<file path="src/rtl/inst_fetch_queue.sv">
// Instruction fetch queue: assembles little-endian 32-bit words from a shared
// byte-wide, one-cycle-latency memory port and buffers DEPTH words with their PCs.
module inst_fetch_queue #(
  parameter int unsigned       ADDR_W   = 17,
  parameter int unsigned       DEPTH    = 4,
  parameter logic [ADDR_W-1:0] RESET_PC = '0
) (
  input  logic              clk,
  input  logic              rst,
  input  logic              redirect,
  input  logic [ADDR_W-1:0] redirect_pc,
  input  logic              mem_grant,
  output logic              mem_rd,
  output logic [ADDR_W-1:0] mem_a,
  input  logic [7:0]        mem_din,
  output logic              inst_valid,
  output logic [31:0]       inst,
  output logic [ADDR_W-1:0] inst_pc,
  input  logic              inst_ready
);

  localparam int unsigned       PW         = $clog2(DEPTH);
  localparam int unsigned       CW         = $clog2(DEPTH + 1);
  localparam int unsigned       OW         = CW + 1;
  localparam logic [31:0]       NOP        = 32'h0000_0013;
  localparam logic [ADDR_W-1:0] ALIGN_MASK = ~ADDR_W'(3);
  localparam logic [ADDR_W-1:0] RESET_PC_W = RESET_PC & ALIGN_MASK;

  logic [ADDR_W-1:0] fetch_pc_q, fetch_pc_d;
  logic [1:0]        issue_idx_q, issue_idx_d;
  logic [1:0]        cap_idx_q, cap_idx_d;
  logic              resp_pend_q, resp_pend_d;
  logic [31:0]       asm_word_q, asm_word_d;
  logic [31:0]       word_q [DEPTH];
  logic [31:0]       word_d [DEPTH];
  logic [ADDR_W-1:0] pc_q [DEPTH];
  logic [ADDR_W-1:0] pc_d [DEPTH];
  logic [PW-1:0]     head_q, head_d, tail_q, tail_d;
  logic [CW-1:0]     count_q, count_d;

  logic              flush, inflight, issue_ok, issue_fire, capture, push, pop;
  logic [OW-1:0]     occupancy;
  logic [ADDR_W-1:0] flush_pc;

  always_comb begin
    flush      = rst || redirect;
    flush_pc   = rst ? RESET_PC_W : (redirect_pc & ALIGN_MASK);
    // A word whose last byte is still in flight already owns a queue slot.
    inflight   = resp_pend_q && (cap_idx_q == 2'd3);
    occupancy  = OW'(count_q) + OW'(inflight);
    issue_ok   = !flush && ((issue_idx_q != 2'd0) || (occupancy < OW'(DEPTH)));
    issue_fire = issue_ok && mem_grant;
    mem_rd     = issue_ok;
    mem_a      = issue_ok ? (fetch_pc_q + ADDR_W'(issue_idx_q)) : '0;
    inst_valid = (count_q != '0);
    inst       = inst_valid ? word_q[head_q] : NOP;
    inst_pc    = inst_valid ? pc_q[head_q] : '0;
    capture    = resp_pend_q && !flush;
    push       = capture && (cap_idx_q == 2'd3);
    pop        = inst_valid && inst_ready && !flush;
  end

  always_comb begin
    fetch_pc_d  = fetch_pc_q;
    issue_idx_d = issue_idx_q;
    cap_idx_d   = cap_idx_q;
    resp_pend_d = resp_pend_q;
    asm_word_d  = asm_word_q;
    word_d      = word_q;
    pc_d        = pc_q;
    head_d      = head_q;
    tail_d      = tail_q;
    count_d     = count_q;
    if (flush) begin
      fetch_pc_d  = flush_pc;
      issue_idx_d = '0;
      cap_idx_d   = '0;
      resp_pend_d = 1'b0;
      asm_word_d  = '0;
      head_d      = '0;
      tail_d      = '0;
      count_d     = '0;
    end else begin
      resp_pend_d = issue_fire;
      if (issue_fire) begin
        cap_idx_d   = issue_idx_q;
        issue_idx_d = issue_idx_q + 2'd1;
        if (issue_idx_q == 2'd3) fetch_pc_d = fetch_pc_q + ADDR_W'(4);
      end
      if (capture) asm_word_d[{cap_idx_q, 3'b000} +: 8] = mem_din;
      if (push) begin
        word_d[tail_q] = {mem_din, asm_word_q[23:0]};
        // fetch_pc moved past this word when its last byte was issued
        pc_d[tail_q]   = fetch_pc_q - ADDR_W'(4);
        tail_d         = tail_q + PW'(1);
      end
      if (pop) head_d = head_q + PW'(1);
      case ({push, pop})
        2'b10:   count_d = count_q + CW'(1);
        2'b01:   count_d = count_q - CW'(1);
        default: count_d = count_q;
      endcase
    end
  end

  always_ff @(posedge clk) begin
    if (rst) begin
      fetch_pc_q  <= RESET_PC_W;
      issue_idx_q <= '0;
      cap_idx_q   <= '0;
      resp_pend_q <= 1'b0;
      asm_word_q  <= '0;
      head_q      <= '0;
      tail_q      <= '0;
      count_q     <= '0;
    end else begin
      fetch_pc_q  <= fetch_pc_d;
      issue_idx_q <= issue_idx_d;
      cap_idx_q   <= cap_idx_d;
      resp_pend_q <= resp_pend_d;
      asm_word_q  <= asm_word_d;
      head_q      <= head_d;
      tail_q      <= tail_d;
      count_q     <= count_d;
    end
    word_q <= word_d;
    pc_q   <= pc_d;
  end

endmodule

</file>
<file path="config.mk">
export PLATFORM = sky130hd
export DESIGN_NAME = inst_fetch_queue
export DESIGN_NICKNAME = d
export VERILOG_FILES = /design/src/rtl/inst_fetch_queue.sv
export SDC_FILE = /design/constraint.sdc
export NUM_CORES = 1
export LEC_CHECK = 0
export BUFFER_PORTS_ARGS = -buffer_cell sky130_fd_sc_hd__buf_2
export CAP_MARGIN = 5
export CORE_MARGIN = 3
export CORE_UTILIZATION = 45
export CTS_CLUSTER_DIAMETER = 100
export DETAILED_ROUTE_END_ITERATION = 16
export PLACE_DENSITY_LB_ADDON = 0.25
export SLEW_MARGIN = 30
export SYNTH_ARGS = -nofsm -noshare
export SYNTH_HDL_FRONTEND = slang
export SYNTH_SLANG_ARGS = --single-unit
</file>
<file path="constraint.sdc">
create_clock -name clk -period 4 [get_ports clk]
set_input_delay 0.8 -clock clk [delete_from_list [all_inputs] [get_ports clk]]
set_output_delay 0.8 -clock clk [all_outputs]
set_load 0.02 [all_outputs]
</file>
Word-level counts from Yosys, hierarchy flattened:

Index checks and enable logic that the tools add are counted.

* register bits: 257
* input bits: 30

* $add $sub $neg: 10
* $lt $le $gt $ge: 4
* equal/unequal tests: 4
* shifts and indexed selects: 2
* mux-type cells: 20
* bitwise gates (word level): 3
* reduce and logical (&&, ||, !) cells: 20

Operators with widths (count)
* $mux 17: 8
* $bwmux 128: 1
* $mux 32: 4
* $bwmux 68: 1
* $bmux 32 s2: 1
* $demux 32 s2: 1
* $bmux 17 s2: 1
* $demux 17 s2: 1
* $bwmux 32: 1
* $shift 8x7->32 const A: 1
* $shiftx 8x7->32: 1
* $add 17x2->17: 1
* $add 17x3->17 const B: 1
* $sub 17x3->17 const B: 1
* $logic_and 1x1->1: 8
* $reduce_bool 2->1: 4
* $neg 5->7: 1
* $add 2x1->2 const B: 3
* $eq 2x2->1 const B: 3
* $ge 3x3->1 const B: 2
* $not 2->3: 2
* $pmux 3 s2: 1
* $reduce_and 2->1: 3
* $add 3x1->4: 1
* 10 further kinds: 11

Depth between registers and ports, before layout:

Gate-level depths: netlist of the first run.

* depth after elaboration: 9
* mapped depth: 10

Worst setup path before layout of the first run:

OpenSTA, ideal clock, no wires.

* kind: input to register
* start: input redirect
* end: register pc_q[10] (netlist name) (enable)
* arrival: 2.610 ns
* required time: 3.591 ns
* slack: 0.981 ns
* stages on the path: 4
* cells stage by stage: or2_2 -> clkbuf_1 -> nor2_1 -> and2_1

* longest elaborated chain between the ends: 5

Ends and longest elaborated chain
* from (decl): line 10 `input logic redirect,`
* $logic_or 1x1->1 (*): line 46 `flush = rst || redirect;`
* $logic_not 1->1: line 58 `capture = resp_pend_q && !flush;`
* $logic_and 1x1->1: line 58
* $logic_and 1x1->1: line 59 `push = capture && (cap_idx_q == 2'd3);`
* $reduce_and 2->1 (no line) (*)
* to (signal assigned): line 127 `pc_q <= pc_d;`
* to (decl): line 36 `logic [ADDR_W-1:0] pc_q [DEPTH];`

Mark *: on every way between the ends. The rest lies on a longest branch, timed or not.
A chain may end at the register's enable or synchronous reset.

Final worst setup path of the first run:

* start: register cap_idx_q[0]
* end: output mem_a[12]

* longest elaborated chain between the ends: 7

Ends and longest elaborated chain
* from (decl): line 31 `logic [1:0] cap_idx_q, cap_idx_d;`
* from (signal assigned): line 119 `cap_idx_q <= cap_idx_d;`
* $eq 2x2->1: line 49 `inflight = resp_pend_q && (cap_idx_q == 2'd3);`
* $logic_and 1x1->1: line 49
* $add 3x1->4: line 50 `occupancy = OW'(count_q) + OW'(inflight);`
* $lt 4x3->1: line 51 `issue_ok = !flush && ((issue_idx_q != 2'd0) || (occupancy < OW'(DEPTH)));`
* $logic_or 1x1->1: line 51
* $logic_and 1x1->1: line 51
* $mux 17: line 54 `mem_a = issue_ok ? (fetch_pc_q + ADDR_W'(issue_idx_q)) : '0;`
* to (decl): line 14 `output logic [ADDR_W-1:0] mem_a,`

No other way between the ends.

==> out/results.md, run 1 <==
Floorplanning
- 154.1 um — floorplan die height
- 46.37% — effective utilization at floorplan
- 154.1 um — width of the die
- 98 — number of I/O pins
- 53 — Row Count
- 23,750 um2 — Total Die Area
- 21,290 um2 — area of the core region

Clock network
- 0 — buffers inserted during post-CTS setup optimization
- 1 — H-tree depth
- 0 — Resize count post-CTS
- 239 — Sinks on Clock Net
- built — CTS tree
- sky130_fd_sc_hd__clkbuf_16 — clock root buffer
- 0.52 ns — Worst-Skew Late Latency
- 0.06 ns — Clock Pin Slew Worst Setup and Hold Paths
- 24 — Inserted Clock Buffers
- 0 — hold buffer count at cts
- 3 — maximum number of buffers from clock root to sink

Timing
- 3.480 ns — min cycle time layout
- 42.10% — Relative slew margins
- 287.4 MHz — maximum clock frequency
- 0.8662 ns — transition time at the pin with the least slew margin
- 87.00% — Tcrit/Tclk final
- false — RSZ-0062 raised after global routing
- 0 — final slew viol count
- 0 — total of endpoints with negative setup slack in the final report
- 0 ns — total negative setup slack
- 0.03033 ns — Layout Skew
- 0.5199 ns — final setup margin
- 0 — number of hold violations in the final report

Min path
- asm_word_q[18]$_SDFFE_PP0P_ — launch instance of the worst min-delay path
- reg2reg — worst min path class
- 0 — worst hold path cell count
- word_q[18]$_DFFE_PP_ — Worst Hold End

Route
- 5 — router iterations before antenna repair
- 19,970 um — wirelength, routed
- 8680 um — metal1 wirelength
- 5.529 — per-cell via count in the routed design
- 9839 um — total length of routed met2 wires
- 1089 um — wire length on met3
- 0 — antenna violation net count after detailed routing
- 19.64 um — average detailed-routed wire length per instance
- 0 — remaining routing DRC violations
- 5,623 — via count
- 352 — detailed router's first-iteration violation count
- met4 — uppermost signal routing layer after detailed routing

Power and ir drop
- 0.003979 uW — leakage power total
- 277.1 uV — Max rail drop VDD
- 440.6 nW/um2 — PwrDens

Synthesis
- 630 — number of standard cells after synthesis
- 67.54% — portion of the post-synthesis area used by sequential elements
- multiplexers — dominant combinational cell family by area after synthesis
- 15.67 um2 — mean cell area of the mapped netlist
- 10.13% — share of synthesized cell area in and, or, nand and nor gates
- 4.944% — fraction of the mapped netlist area in compound gates
- 0% — fraction of synthesis flops using an asynchronous set or reset pin
- 188 — number of enable-type register cells in the synthesized netlist
- 239 — Yosys reg bits
- 11.13% — mux share of post-synthesis cell area
- sky130_fd_sc_hd__edfxtp_1 — primary flip-flop cell chosen by synthesis mapping
- 1.775% — parity-gate share of the synthesized area counting xor and xnor cells
- 0 — synth warn
- 1.977% — Post-Synth Adder-Cell Area
- 9871 um2 — post-synth design cell area
- 51 — count of unique library cells instantiated by Yosys

Cells and area
- 16.14% — layout overhead on the synthesized area
- 2969 um2 — area taken by multi-input logic gates
- 769 — final net count
- 26.95% — proportion of layout cells with a drive suffix above 1
- 1,707 — number of inserted filler cells in the final layout
- 0 — n_diodes
- 6671 um2 — Storage cell area

Setup path
- 0.54 ns — max incr delay on CP
- output port — CP Capture Type
- 1.26 ns — flop2flop setup slack
- 11 — Critical Path Fanout Max
- sky130_fd_sc_hd__nor2_1 — cell repeated most along the worst path
- flop — Startpoint Class
- ha_1 -> a41oi_1 -> nor2_1 -> nor2_1 -> and2_1 -> buf_2 — list of cells traversed by the critical path
- 3.20 ns — data required time at the worst endpoint
- count_q[0]$_SDFFE_PP0P_ — R2R Path Start
- 9 — logic depth of the worst register-to-register path
- 2.68 ns — Worst Path Arrival
- reg2out — kind of critical path
- sky130_fd_sc_hd__nor2_1 — highest-delay cell along the critical path
- cap_idx_q[0]$_SDFFE_PP0P_ — Critical path origin
- count_q[2]$_SDFFE_PP0P_ — Critical R2R Capture

Placement
- 93 — total of buffers placed on input and output ports
- 0.8455 — gpl congestion
- 0.8962 ns — worst setup timing slack at the placement stage
- 12,870 um — Detailed Place HPWL

Global route
- 16.81% — total global routing track utilization
- 32,040 um — global-route wire length before repair
- 5,870 — vias in the first global route
- 36 — maximum number of pins on one net before global-route repair
- 0 — final global-route overflow total
- 0 — number of antenna violations at the first check in global routing

Job
- 0 — maximum capacitance violations

Outcome
- finished clean — status

==> metal layers <==
metal,vias to the layer above,track usage (%)
li1,2600,-
met1,2829,22.68
met2,167,28.62
met3,27,3.012
met4,0,3.995
met5,-,0
==> per-stage QoR <==
| step | total power [uW] | instances | hold slack [ns] | cell area (um2) | utilization [%] |
|---|---|---|---|---|---|
| floorplan | 2861 | 631 | 0.4605 | 9874 | - |
| global placement | 2911 | 973 | 0.4707 | 10680 | 50.17 |
| detailed placement | 2919 | 973 | 0.4943 | 10680 | 50.17 |
| CTS | 5097 | 1017 | 0.5014 | 11460 | 53.85 |
| global route | 5213 | 1017 | 0.5125 | 11460 | 53.85 |
| finish | 5051 | 1017 | 0.5018 | 11460 | 53.85 |
==> state kept, by name, indices dropped and copies added, names as in the netlist <==
register     flops
asm_word_q      24
cap_idx_q        2
count_q          3
fetch_pc_q      15
head_q           2
issue_idx_q      2
pc_q            60
resp_pend_q      1
tail_q           2
word_q         128
==> cells in the mapped netlist, types with 4 or more instances <==
cell type | number | area [um2]
sky130_fd_sc_hd__inv_1 | 25 | 93.84
sky130_fd_sc_hd__a22oi_1 | 24 | 180.2
sky130_fd_sc_hd__edfxtp_1 | 188 | 5645
sky130_fd_sc_hd__nand3_1 | 7 | 35.03
sky130_fd_sc_hd__a311oi_1 | 6 | 52.55
sky130_fd_sc_hd__xnor2_1 | 10 | 87.58
sky130_fd_sc_hd__and2_1 | 60 | 375.4
sky130_fd_sc_hd__and4_1 | 4 | 35.03
sky130_fd_sc_hd__dfxtp_1 | 51 | 1021
sky130_fd_sc_hd__ha_1 | 14 | 175.2
sky130_fd_sc_hd__mux2i_1 | 4 | 40.04
sky130_fd_sc_hd__o21ai_0 | 5 | 25.02
sky130_fd_sc_hd__buf_2 | 6 | 30.03
sky130_fd_sc_hd__a211oi_1 | 5 | 37.54
sky130_fd_sc_hd__xor2_1 | 10 | 87.58
sky130_fd_sc_hd__nor2_1 | 54 | 202.7
sky130_fd_sc_hd__nand2_1 | 14 | 52.55
sky130_fd_sc_hd__nand4_1 | 4 | 25.02
sky130_fd_sc_hd__or3_1 | 5 | 31.28
sky130_fd_sc_hd__a21oi_1 | 5 | 25.02
sky130_fd_sc_hd__clkbuf_1 | 24 | 90.09
sky130_fd_sc_hd__mux4_2 | 47 | 1059
sky130_fd_sc_hd__nor3_1 | 13 | 65.06
==> how the worst max path moves through the flow <==
stage	slack, ns	to
2_1_floorplan	0.98	pc_q[10]$_DFFE_PP_
3_3_place_gp	0.98	mem_a[16]
3_5_place_dp	0.90	mem_a[12]
4_1_cts	0.48	mem_a[12]
5_1_grt	0.30	mem_a[5]
6_report	0.52	mem_a[12]
==> area by class of cell <==
type                       instances  area share, %
timing repair buffer             101          5.239
clock inverter                    15          1.266
tap                              275          3.002
inverter                          25         0.8186
clock buffer                      29          5.577
sequential                       239          58.20
multi-input combinational        333          25.90
==> kinds of logic after synthesis <==
family,count (synthesis)
XOR/XNOR,20
buffers and inverters,59
flip-flops,239
AO/OA/AOI/OAI,65
other,1
multiplexers,51
adder cells (fa/ha/maj),15
AND/OR/NAND/NOR,180
==> where the power goes <==
part	internal [uW]	total, uW	switching (uW)
Sequential	2690	2710	24.2
Clock	1270	2180	910
Combinational	50.9	154	103
==> cells in the final DEF, fill, tap and decap left out, types with 3 or more instances in the layout <==
cell and count:
sky130_fd_sc_hd__edfxtp_1 188, sky130_fd_sc_hd__buf_2 93, sky130_fd_sc_hd__and2_1 56, sky130_fd_sc_hd__nor2_1 54, sky130_fd_sc_hd__dfxtp_1 49, sky130_fd_sc_hd__mux4_2 47, sky130_fd_sc_hd__inv_1 25, sky130_fd_sc_hd__a22oi_1 24
sky130_fd_sc_hd__clkbuf_16 24, sky130_fd_sc_hd__nand2_1 14, sky130_fd_sc_hd__ha_1 14, sky130_fd_sc_hd__nor3_1 13, sky130_fd_sc_hd__xor2_1 10, sky130_fd_sc_hd__xnor2_1 10, sky130_fd_sc_hd__nand3_1 7, sky130_fd_sc_hd__a311oi_1 6
sky130_fd_sc_hd__buf_12 6, sky130_fd_sc_hd__or3_1 5, sky130_fd_sc_hd__o21ai_0 5, sky130_fd_sc_hd__a21oi_1 5, sky130_fd_sc_hd__a211oi_1 5, sky130_fd_sc_hd__clkinv_1 5, sky130_fd_sc_hd__and2_2 4, sky130_fd_sc_hd__nand4_1 4
sky130_fd_sc_hd__and4_1 4, sky130_fd_sc_hd__mux2i_1 4, sky130_fd_sc_hd__nor4_1 3, sky130_fd_sc_hd__or2_1 3, sky130_fd_sc_hd__a2111oi_0 3, sky130_fd_sc_hd__nor4b_2 3, sky130_fd_sc_hd__clkinvlp_4 3, sky130_fd_sc_hd__clkbuf_1 3
==> worst max-delay path: cells and delay by family, from the launching register on <==
kind	cells	cell delay, ns
AND/OR/NAND/NOR	3	1.07
AO/OA/AOI/OAI	1	0.16
adder cells (fa/ha/maj)	1	0.27
flip-flops	1	0.51
buffers and inverters	1	0.15
(Power assumes the default switching activity.)
==> inputs of run 2 (changes only) <==
--- a/config.mk
+++ b/config.mk
@@ -7,10 +7,13 @@
 export LEC_CHECK = 0
 export BUFFER_PORTS_ARGS = -buffer_cell sky130_fd_sc_hd__buf_2
 export CAP_MARGIN = 5
+export CELL_PAD_IN_SITES_DETAIL_PLACEMENT = 0
+export CELL_PAD_IN_SITES_GLOBAL_PLACEMENT = 1
 export CORE_MARGIN = 3
 export CORE_UTILIZATION = 45
 export CTS_CLUSTER_DIAMETER = 100
 export DETAILED_ROUTE_END_ITERATION = 16
+export GPL_ROUTABILITY_DRIVEN = 0
 export PLACE_DENSITY_LB_ADDON = 0.25
 export SLEW_MARGIN = 30
 export SYNTH_ARGS = -nofsm -noshare
==> out/results.md, run 2 (synthesis gave the netlist of run 1 again) <==
Outcome
- finished clean — status

Global route
- 48 — maximum number of pins on one net before global-route repair
- 16.93% — total global routing track utilization
- 5,776 — vias in the first global route
- 0 — number of antenna violations at the first check in global routing
- 0 — final global-route overflow total
- 32,130 um — global-route wire length before repair

Floorplanning
- 21,290 um2 — area of the core region
- 46.37% — effective utilization at floorplan
- 98 — number of I/O pins
- 53 — Row Count
- 154.1 um — width of the die
- 23,750 um2 — Total Die Area
- 154.1 um — floorplan die height

Min path
- 0 — worst hold path cell count
- reg2reg — worst min path class

Cells and area
- 2969 um2 — area taken by multi-input logic gates
- 16.00% — layout overhead on the synthesized area
- 1,713 — number of inserted filler cells in the final layout
- sky130_fd_sc_hd__edfxtp_1 — leading cell type in the layout, fill and taps excluded
- 128 — flip-flop count of the largest register, all copies and words added
- 188 x sky130_fd_sc_hd__edfxtp_1, 93 x sky130_fd_sc_hd__buf_2, 56 x sky130_fd_sc_hd__and2_1, 54 x sky130_fd_sc_hd__nor2_1, 49 x sky130_fd_sc_hd__dfxtp_1 — most used cells in the layout excluding fill and tap cells
- 6671 um2 — Storage cell area
- word_q: 128 flops, pc_q: 60 flops, asm_word_q: 24 flops — top flop regs
- word_q — Top reg by flops
- 0 — n_diodes
- 771 — final net count
- 27.15% — proportion of layout cells with a drive suffix above 1

Clock network
- 0.50 ns — Worst-Skew Late Latency
- 24 — Inserted Clock Buffers
- 0.06 ns — Clock Pin Slew Worst Setup and Hold Paths
- 0 — hold buffer count at cts
- built — CTS tree
- 1 — H-tree depth
- 0 — buffers inserted during post-CTS setup optimization
- 3 — maximum number of buffers from clock root to sink
- 0 — Resize count post-CTS
- sky130_fd_sc_hd__clkbuf_16 — clock root buffer
- 239 — Sinks on Clock Net

Setup path
- 2.75 ns — Worst Path Arrival
- ha_1 -> a41oi_1 -> nor2_1 -> nor2_1 -> and2_1 -> buf_2 — list of cells traversed by the critical path
- output port — CP Capture Type
- flop — Startpoint Class
- reg2out — kind of critical path
- sky130_fd_sc_hd__nor2_1 — cell repeated most along the worst path
- 3.20 ns — data required time at the worst endpoint
- 0.61 ns — max incr delay on CP
- 1.64 ns — flop2flop setup slack
- 11 — Critical Path Fanout Max
- sky130_fd_sc_hd__nor2_1 — highest-delay cell along the critical path
- 5 — logic depth of the worst register-to-register path

Route
- 20,090 um — wirelength, routed
- 5.483 — per-cell via count in the routed design
- 0 — remaining routing DRC violations
- 5,587 — via count
- 19.71 um — average detailed-routed wire length per instance
- 335 — detailed router's first-iteration violation count
- 4 — router iterations before antenna repair
- 0 — antenna violation net count after detailed routing

Timing
- 0 — total of endpoints with negative setup slack in the final report
- 0.01240 ns — Layout Skew
- 281.7 MHz — maximum clock frequency
- 0 — number of hold violations in the final report
- 39.39% — Relative slew margins
- 0 ns — total negative setup slack
- 88.75% — Tcrit/Tclk final
- 0.9068 ns — transition time at the pin with the least slew margin
- 3.550 ns — min cycle time layout
- 0 — final slew viol count
- false — RSZ-0062 raised after global routing

Power and ir drop
- 3.0% — portion of total power attributed to combinational logic
- 43.9% — part of the power in the clock network
- 257.8 uV — Max rail drop VDD
- 53.1% — part of the power in registers
- 1015 uW — Switching Power
- 0.003990 uW — leakage power total
- 5112 uW — power consumption
- 446.4 nW/um2 — PwrDens
- 19.85% — sw frac
- 4097 uW — cell internal pwr

Placement
- 12,500 um — Detailed Place HPWL
- 93 — total of buffers placed on input and output ports

Job
- 0 — maximum capacitance violations

## run 2: power groups by stage
| stage | combinational (uW) | sequential [uW] | clock, uW |
|---|---|---|---|
| finish | 155 | 2710 | 2240 |
| floorplan | 107 | 2750 | 0 |
| CTS | 156 | 2710 | 2300 |
| global route | 171 | 2710 | 2410 |
| detailed placement | 155 | 2770 | 0 |
| global placement | 149 | 2770 | 0 |
## run 2: worst paths after layout
path	start	to
worst max-delay path	cap_idx_q[0]$_SDFFE_PP0P_	mem_a[6]
worst min-delay path	asm_word_q[16]$_SDFFE_PP0P_	word_q[80]$_DFFE_PP_
worst max register to register	cap_idx_q[0]$_SDFFE_PP0P_	word_q[81]$_DFFE_PP_
worst min register to register	asm_word_q[16]$_SDFFE_PP0P_	word_q[80]$_DFFE_PP_
## run 2: cell type report
cell class,count,area share (%)
Clock inverter,13,1.289
Timing Repair Buffer,103,4.939
Clock buffer,31,5.748
Sequential cell,239,58.27
Tap cell,275,3.005
Inverter,25,0.8196
Multi-Input combinational cell,333,25.93
## run 2: routing by layer
layer	wire length (um)	track usage, %	up-vias
met5	0	0	-
met4	288	3.532	0
met3	1086	2.927	24
met2	9815	28.49	156
met1	8895	23.43	2803
li1	-	-	2604
## run 2: metrics by stage
stage,hold WS (ns),area [um2],util (%),cells,setup WS [ns]
6_report,0.4989,11450,53.79,1019,0.4499
5_1_grt,0.5238,11450,53.79,1019,0.1813
4_1_cts,0.5059,11450,53.79,1019,0.3981
3_5_place_dp,0.4903,10640,50.00,975,0.9442
3_3_place_gp,0.4704,10640,50.00,975,1.021
2_1_floorplan,0.4605,9874,-,631,0.9807
## run 2: critical path: cells and delay by family (launching register included)
family,cells,cell delay (ns)
buffers and inverters,1,0.15
flip-flops,1,0.50
AND/OR/NAND/NOR,3,1.16
AO/OA/AOI/OAI,1,0.16
adder cells (fa/ha/maj),1,0.28
